<file path="src/rtl/countdown_timer_pkg.sv">
// Shared constants and types for the BCD countdown timer.
// Imported by the digit cell and the timer top.
package countdown_timer_pkg;

    localparam int BCD_DIGIT_W  = 4;
    localparam int MAX_SEC_TENS = 5;
    localparam int MAX_DIGIT    = 9;

    // One operation is applied per cycle; the decoder resolves priority.
    typedef enum logic [1:0] {
        OP_IDLE,
        OP_LOAD,
        OP_ADD_MIN,
        OP_DEC
    } op_e;

    // A seconds-ones digit promoted to seconds-tens cannot exceed 5.
    function automatic logic [BCD_DIGIT_W-1:0] clamp_sec_tens(
        input logic [BCD_DIGIT_W-1:0] d
    );
        if (d > BCD_DIGIT_W'(MAX_SEC_TENS)) begin
            return BCD_DIGIT_W'(MAX_SEC_TENS);
        end
        return d;
    endfunction

endpackage

</file>
<file path="src/rtl/countdown_timer_bcd_digit.sv">
// One BCD digit of modulus 6 or 10 with parallel load, borrow and carry chaining.
// Priority inside the cell: clr > load_en > borrow_in > carry_in.
module bcd_digit
    import countdown_timer_pkg::*;
#(
    parameter int MODULUS = 10,
    parameter int DIGIT_W = BCD_DIGIT_W
) (
    input  logic               clock,
    input  logic               clr,
    input  logic               load_en,
    input  logic [DIGIT_W-1:0] load_val,
    input  logic               borrow_in,
    input  logic               carry_in,
    output logic [DIGIT_W-1:0] value,
    output logic               borrow_out,
    output logic               carry_out
);

    localparam logic [DIGIT_W-1:0] TOP = DIGIT_W'(MODULUS - 1);

    logic at_zero;
    logic at_top;

    assign at_zero    = (value == '0);
    assign at_top     = (value == TOP);
    assign borrow_out = borrow_in & at_zero;
    assign carry_out  = carry_in & at_top;

    // NOTE: state registers use non-blocking assignments so every digit in the
    // chain samples its neighbours' pre-edge values, whatever the block order.
    always_ff @(posedge clock) begin
        if (clr) begin
            value <= '0;
        end else if (load_en) begin
            value <= load_val;
        end else if (borrow_in) begin
            value <= at_zero ? TOP : value - DIGIT_W'(1);
        end else if (carry_in) begin
            value <= at_top ? '0 : value + DIGIT_W'(1);
        end
    end

endmodule

</file>
<file path="src/rtl/countdown_timer.sv">
// Keypad-loaded BCD countdown timer (m..m:ss) with add-minute and done pulse.
// Digit index 0 = seconds ones, 1 = seconds tens, 2.. = minutes, LSD first.
module countdown_timer
    import countdown_timer_pkg::*;
#(
    parameter int MIN_DIGITS = 1,
    parameter int DIGIT_W    = BCD_DIGIT_W
) (
    input  logic                          clock,
    input  logic                          clr,
    input  logic [DIGIT_W-1:0]            data,
    input  logic                          load,
    input  logic                          tick,
    input  logic                          enable,
    input  logic                          add_min,
    output logic [DIGIT_W-1:0]            sec_ones,
    output logic [DIGIT_W-1:0]            sec_tens,
    output logic [DIGIT_W*MIN_DIGITS-1:0] mins,
    output logic                          zero,
    output logic                          done
);

    localparam int NUM_DIGITS = 2 + MIN_DIGITS;

    op_e                      op;
    logic                     data_ok;
    logic                     load_en;
    logic                     dec;
    logic                     inc;
    logic                     mins_sat;
    logic                     one_left;
    logic [DIGIT_W-1:0]       digit_q  [NUM_DIGITS];
    logic [DIGIT_W-1:0]       load_val [NUM_DIGITS];
    logic [NUM_DIGITS-1:0]    nonzero;
    logic [NUM_DIGITS-1:0]    borrow_in;
    logic [NUM_DIGITS-1:0]    borrow_out;
    logic [NUM_DIGITS-1:0]    carry_in;
    logic [NUM_DIGITS-1:0]    carry_out;
    logic [2:0]               unused_chain_ends;

    assign data_ok = (data <= DIGIT_W'(MAX_DIGIT));
    assign zero    = ~|nonzero;

    // NOTE: every always_comb output gets a default before any branch so no
    // path leaves it unassigned and no latch is inferred.
    always_comb begin
        op = OP_IDLE;
        if (load) begin
            op = OP_LOAD;
        end else if (add_min) begin
            op = OP_ADD_MIN;
        end else if (tick && enable && !zero) begin
            op = OP_DEC;
        end
    end

    // An out-of-range keypad digit still wins priority, it just changes nothing.
    assign load_en = (op == OP_LOAD) && data_ok;
    assign dec     = (op == OP_DEC);
    assign inc     = (op == OP_ADD_MIN) && !mins_sat;

    always_comb begin
        mins_sat = 1'b1;
        for (int i = 2; i < NUM_DIGITS; i++) begin
            if (digit_q[i] != DIGIT_W'(MAX_DIGIT)) begin
                mins_sat = 1'b0;
            end
        end
    end

    assign one_left = (digit_q[0] == DIGIT_W'(1)) && ~|nonzero[NUM_DIGITS-1:1];

    always_comb begin
        load_val[0] = data;
        load_val[1] = clamp_sec_tens(digit_q[0]);
        for (int i = 2; i < NUM_DIGITS; i++) begin
            load_val[i] = digit_q[i-1];
        end
    end

    // Borrows ripple upward from seconds ones; carries enter at the minutes LSD.
    assign borrow_in = {borrow_out[NUM_DIGITS-2:0], dec};

    always_comb begin
        carry_in    = {carry_out[NUM_DIGITS-2:0], 1'b0};
        carry_in[2] = inc;
    end

    assign unused_chain_ends = {carry_out[1], carry_out[NUM_DIGITS-1], borrow_out[NUM_DIGITS-1]};

    for (genvar i = 0; i < NUM_DIGITS; i++) begin : g_digit
        localparam int MOD = (i == 1) ? MAX_SEC_TENS + 1 : MAX_DIGIT + 1;

        bcd_digit #(
            .MODULUS (MOD),
            .DIGIT_W (DIGIT_W)
        ) u_digit (
            .clock      (clock),
            .clr        (clr),
            .load_en    (load_en),
            .load_val   (load_val[i]),
            .borrow_in  (borrow_in[i]),
            .carry_in   (carry_in[i]),
            .value      (digit_q[i]),
            .borrow_out (borrow_out[i]),
            .carry_out  (carry_out[i])
        );

        assign nonzero[i] = |digit_q[i];
    end

    assign sec_ones = digit_q[0];
    assign sec_tens = digit_q[1];

    for (genvar i = 0; i < MIN_DIGITS; i++) begin : g_mins
        assign mins[i*DIGIT_W +: DIGIT_W] = digit_q[i+2];
    end

    always_ff @(posedge clock) begin
        if (clr) begin
            done <= 1'b0;
        end else begin
            done <= dec && one_left;
        end
    end

endmodule
</file>
<file path="config.mk">
export PLATFORM = sky130hd
export DESIGN_NAME = countdown_timer
export DESIGN_NICKNAME = d
export VERILOG_FILES = /design/src/rtl/countdown_timer_pkg.sv /design/src/rtl/countdown_timer_bcd_digit.sv /design/src/rtl/countdown_timer.sv
export SDC_FILE = /design/constraint.sdc
export NUM_CORES = 1
export LEC_CHECK = 0
export ABC_AREA = 1
export BUFFER_PORTS_ARGS = -buffer_cell sky130_fd_sc_hd__buf_2
export CAP_MARGIN = 20
export CORE_MARGIN = 3
export CORE_UTILIZATION = 49
export DETAILED_ROUTE_END_ITERATION = 8
export PLACE_DENSITY = 0.82
export SYNTH_ARGS = -nofsm -noshare
export SYNTH_HDL_FRONTEND = slang
export SYNTH_HIERARCHICAL = 1
export SYNTH_SLANG_ARGS = --single-unit
</file>
<file path="constraint.sdc">
create_clock -name clock -period 2.2 [get_ports clock]
set_clock_uncertainty 0.1 [all_clocks]
set_input_delay 0.11 -clock clock [delete_from_list [all_inputs] [get_ports clock]]
set_output_delay 0.11 -clock clock [all_outputs]
set_load 0.01 [all_outputs]
</file>
# Word-level counts from Yosys, hierarchy flattened
# Cells that the tools add are included.
# W data, S select, Z words.
op_classes:
  eq_ne: 6
  n_reduce_logical: 16
  mux: 17
  n_lt_le_gt_ge: 2
  add_sub_neg: 4
  bitwise: 2
op_table:
  columns: ["operator", "n"]
  rows:
  - ["$mux W4", 13]
  - ["$logic_not A4 Y1", 3]
  - ["$reduce_or A12 Y1", 1]
  - ["$sub A4 B1 Y4 const B", 3]
  - ["$reduce_or A8 Y1", 1]
  - ["$logic_and A1 B1 Y1", 6]
  - ["$mux W2", 3]
  - ["$add A4 B1 Y4 const B", 1]
  - ["$eq A2 B2 Y1 const B", 2]
  - ["$eq A4 B1 Y1 const B", 1]
  - ["$eq A4 B4 Y1 const B", 1]
  - ["$gt A4 B3 Y1 const B", 1]
  - ["$le A4 B4 Y1 const B", 1]
  - ["$ne A4 B4 Y1 const B", 1]
  - ["$reduce_bool A2 Y1", 2]
  - ["$reduce_bool A3 Y1", 1]
  - ["$and A1 B1 Y1", 2]
  - ["$eq A2 B1 Y1 const B", 1]
  - ["$logic_not A1 Y1", 2]
  - ["$mux W1", 1]
totals:
  input_bits: 10
  out_inout_bits: 14
  word_cells: 51
  reg_bits: 13

# Longest topological paths before layout
depth:
  depth_word: 10
  mapped_depth: 16
  depth_no_buf: 16

# Hierarchy
# The synthesis kept the hierarchy.
by_module_without_submodules:
  columns: ["module", "cells_each", "seq_area_each_um2", "area_each_um2", "n_inst"]
  rows:
  - ["bcd_digit (g_digit[0].u_digit ...)", 63, 80.1, 362.8, 2]
  - ["bcd_digit (g_digit[1].u_digit)", 60, 80.1, 331.6, 1]
  - ["countdown_timer", 34, 20.0, 173.9, 1]

# Worst setup path before layout
# Ideal clock, no wire load.
synth_path:
  kind: "reg-to-reg"
  startpoint: "register g_digit[0].u_digit.value[2]"
  endpoint: "register g_digit[2].u_digit.value[1]"
  slack_ns: -0.226
  period_less_slack_ns: 2.426
  setup_time_ns: 0.070
  t_arrival_ns: 2.257
  t_required_ns: 2.030
  path_stages_with_launch: 17
  cell_sequence: "dfxtp_1 inv_1 nand2_4 nor2_1 nand2_1 nand2_2 inv_1 inv_2 nor2_1 nand3_1 nor2_1 inv_2 nand2_1 nor2_2 nor2_1 o21ai_1 a21oi_1"
synth_between:
  elab_chain_cells: 10
synth_rtl:
  columns: ["element", "line_no", "text"]
  rows:
  - ["start: declaration", "countdown_timer_bcd_digit.sv:15", "output logic [DIGIT_W-1:0] value,"]
  - ["start signal: assignment", "countdown_timer_bcd_digit.sv:36", "value <= load_val;"]
  - ["start signal: assignment", "countdown_timer_bcd_digit.sv:38", "value <= at_zero ? TOP : value - DIGIT_W'(1);"]
  - ["start signal: assignment", "countdown_timer_bcd_digit.sv:40", "value <= at_top ? '0 : value + DIGIT_W'(1);"]
  - ["$reduce_or A12 Y1 (*)", "countdown_timer.sv:42", "assign zero = ~|nonzero;"]
  - ["$logic_and A1 B1 Y1 (*)", "countdown_timer.sv:52", "end else if (tick && enable && !zero) begin"]
  - ["$mux W2 (*)", "countdown_timer.sv:52", null]
  - ["$mux W2 (*)", "countdown_timer.sv:50", "end else if (add_min) begin"]
  - ["$mux W2 (*)", "countdown_timer.sv:48", "if (load) begin"]
  - ["$eq A2 B2 Y1 (*)", "countdown_timer.sv:59", "assign dec = (op == OP_DEC);"]
  - ["named net borrow_in[0]", "countdown_timer.sv:35", "logic [NUM_DIGITS-1:0] borrow_in;"]
  - ["$and A1 B1 Y1 (*)", "countdown_timer_bcd_digit.sv:27", "assign borrow_out = borrow_in & at_zero;"]
  - ["named net borrow_in[1]", "countdown_timer.sv:35", null]
  - ["$and A1 B1 Y1 (*)", "countdown_timer_bcd_digit.sv:27", null]
  - ["named net borrow_in[2]", "countdown_timer.sv:35", null]
  - ["$mux W4", "countdown_timer_bcd_digit.sv:37", "end else if (borrow_in) begin"]
  - ["$mux W4", "countdown_timer_bcd_digit.sv:35", "end else if (load_en) begin"]
  - ["end signal: assignment", "countdown_timer_bcd_digit.sv:36", null]
  - ["end signal: assignment", "countdown_timer_bcd_digit.sv:38", null]
  - ["end signal: assignment", "countdown_timer_bcd_digit.sv:40", null]
  - ["end: declaration", "countdown_timer_bcd_digit.sv:15", null]
# Mark *: on every way through the listed nets, which the timed path passes. The rest lies on a longest branch.
# A chain may end at the register's enable or synchronous reset.

# Final worst setup path
layout_path:
  startpoint: "register g_digit[0].u_digit.value[3]"
  endpoint: "register g_digit[2].u_digit.value[1]"
# The elaborated chain is that of the path after synthesis.

==> impl_metrics.ini <==
[power_and_ir_drop]
max-vdd-ir-drop_mv = 0.4130
total_power_uw = 770.5
power_density_nw_per_um2 = 495.8
leakagePower_uw = 0.0008477

[die]
rows = 17
dieHeight_um = 55.87
io_pins = 24
dieArea_um2 = 3121
fp.coreArea_um2 = 2276
die_w_um = 55.87
initial_core_util = 0.5355

[placed_design]
gp_routability_congestion = 0.8926
io_buffers = 23
dp_hpwl_um = 2450
post_dp_cell_area_um2 = 1488
placed_cells = 283

[clocking]
cts_num_sinks = 13
tritoncts = built
cts_root_buffer = clkbuf_4
htreeDepth = 1
clock_latency_ps = 280
clkTransAtPathRegs_ps = 90
clockBufferDepth = 2
cts_inserted_buffers = 3

[critical_path]
slowest_stage = dfxtp_1
critPathBufInv = 4
path_common_cell = inv_2
cp.required_ps = 2300
critPathMaxFanout = 6
arrival_ps = 2110
cp-start-kind = flip-flop
critPathKind = reg -> reg
crit_chain = inv_1 > nand2_4 > nor2_1 > nand2_1 > nand2_2 > inv_2 > inv_2 > nor2_4 > nand3_1 > nor2_2 > inv_2 > nand2_1 > nor2_2 > nor2_1 > o21ai_1 > a21oi_1
cpPeakStageDelay_ps = 350
crit_path_end_kind = flip-flop
critPathTopFamily = simple AND/OR/NAND/NOR gates

[global_routing]
first_global_vias = 1286
grt.overflow.total = 0
grt_use_total = 0.2099
grt_antenna_before_repair = 0
grt_max_degree = 14
grt_pass1_wl_um = 5437

[final_layout]
stdcell_area_um2 = 1554
antennaDiodeCount = 0
layout.nets = 275
finish.utilization = 0.6828
drive_gt1_frac = 0.2765
instances_no_fill = 292
areaGrowthSynthToFinish_pct = 27.52
fillCellCount = 211

[timing]
setup_viol = 0
fin_hold_ws_ps = 22.65
max_clock_freq_mhz = 497.8
period_share = 0.9132
final_max_slew_viol_count = 0
finalHoldViolations = 0
min_period_ps = 2009

[route]
routed_via_density = 5.140
ant_nets = 0
totalWireLength_um = 3174
drcViolationCount = 0
wire_per_inst_um = 10.87
via_count = 1501
firstDrtPassIters = 4
drt_iter0_markers = 78

[yosys]
syn_area_per_cell_um2 = 5.616
syn-cell-area_um2 = 1219
synth_warnings = 6
postSynthCellCount = 217

[job]
maxCapViolCount = 0

[worst_hold_path]
hold_path.class = in -> reg

[run_status]
status = finished clean
-- stage by stage --
stage               setup TNS (ps)  setup slack (ps)
floorplan                        0             48.91
global placement                 0             201.0
detailed placement               0             124.4
CTS                              0             90.22
global route                -54.46            -30.30
finish                           0             191.0
-- sequential cells by signal, summed over array words and instances, names as in the netlist --
name / flops
done: 1
g_digit.u_digit/value: 12
-- power breakdown --
group	total, µW	leakage, µW	switching [µW]	internal [µW]
clock network	150	0.0000150	79.7	70.3
logic	357	0.000726	217	141
registers	263	0.000107	9.09	254
-- placed cells by master, fill, tap and decap left out --
cell type / count
a31oi_1: 1
nor3_1: 2
dlygate4sd3_1: 1
o21ai_0: 2
clkbuf_4: 3
a211oi_1: 2
nand4_1: 2
a22oi_1: 1
inv_1: 21
nand2_4: 1
nor3_4: 1
nor3_2: 1
conb_1: 2
a21oi_2: 3
nand2_1: 67
o21a_1: 1
bufinv_8: 2
dfxtp_1: 13
clkbuf_1: 1
inv_2: 9
nand3_2: 2
xor2_1: 3
nand3_1: 20
buf_4: 18
o21ai_1: 2
nor2_4: 1
o211ai_1: 3
a21oi_1: 8
nand2_2: 3
buf_2: 23
nor2_1: 39
nor2_2: 6
-- worst min-delay path, delay by kind of cell --
family	cells	cell delay, ps
and+or+nand+nor	3	180
buffers and inverters	1	90
-- layout make-up --
type | count | area (µm²) | area share
multi-input cells | 173 | 824.5 | 0.5306
flip-flops and latches | 13 | 260.3 | 0.1675
repair buffers | 42 | 260.3 | 0.1675
inverters | 32 | 147.6 | 0.09501
well taps | 28 | 35.03 | 0.02254
clock buffers | 4 | 26.28 | 0.01691
-- per-layer routing --
layer | GRT usage | vias up | share of wire
met5 | 0 | - | 0
met4 | 0.07119 | 0 | 0.012
met3 | 0.03480 | 6 | 0.067
met2 | 0.3294 | 57 | 0.43
met1 | 0.2910 | 660 | 0.49
li1 | - | 778 | -
-- final timing paths --
kind	endpoint	slack (ps)	cells past startpoint	from
max	g_digit[2].u_digit/value[1]$_SDFFE_PP0P_	190	16	g_digit[0].u_digit/value[3]$_SDFFE_PP0P_
min	done$_SDFF_PP0_	20	4	load
max reg2reg	g_digit[2].u_digit/value[1]$_SDFFE_PP0P_	190	16	g_digit[0].u_digit/value[3]$_SDFFE_PP0P_
min reg2reg	done$_SDFF_PP0_	500	5	g_digit[2].u_digit/value[0]$_SDFFE_PP0P_
-- timing repair --
item	4_1_cts	5_1_grt
hold buffers	1	0
gates resized for setup	0	1
hold endpoints to repair	1	0
buffers inserted	0	4
setup endpoints to repair	0	4
(Power assumes the default switching activity.)
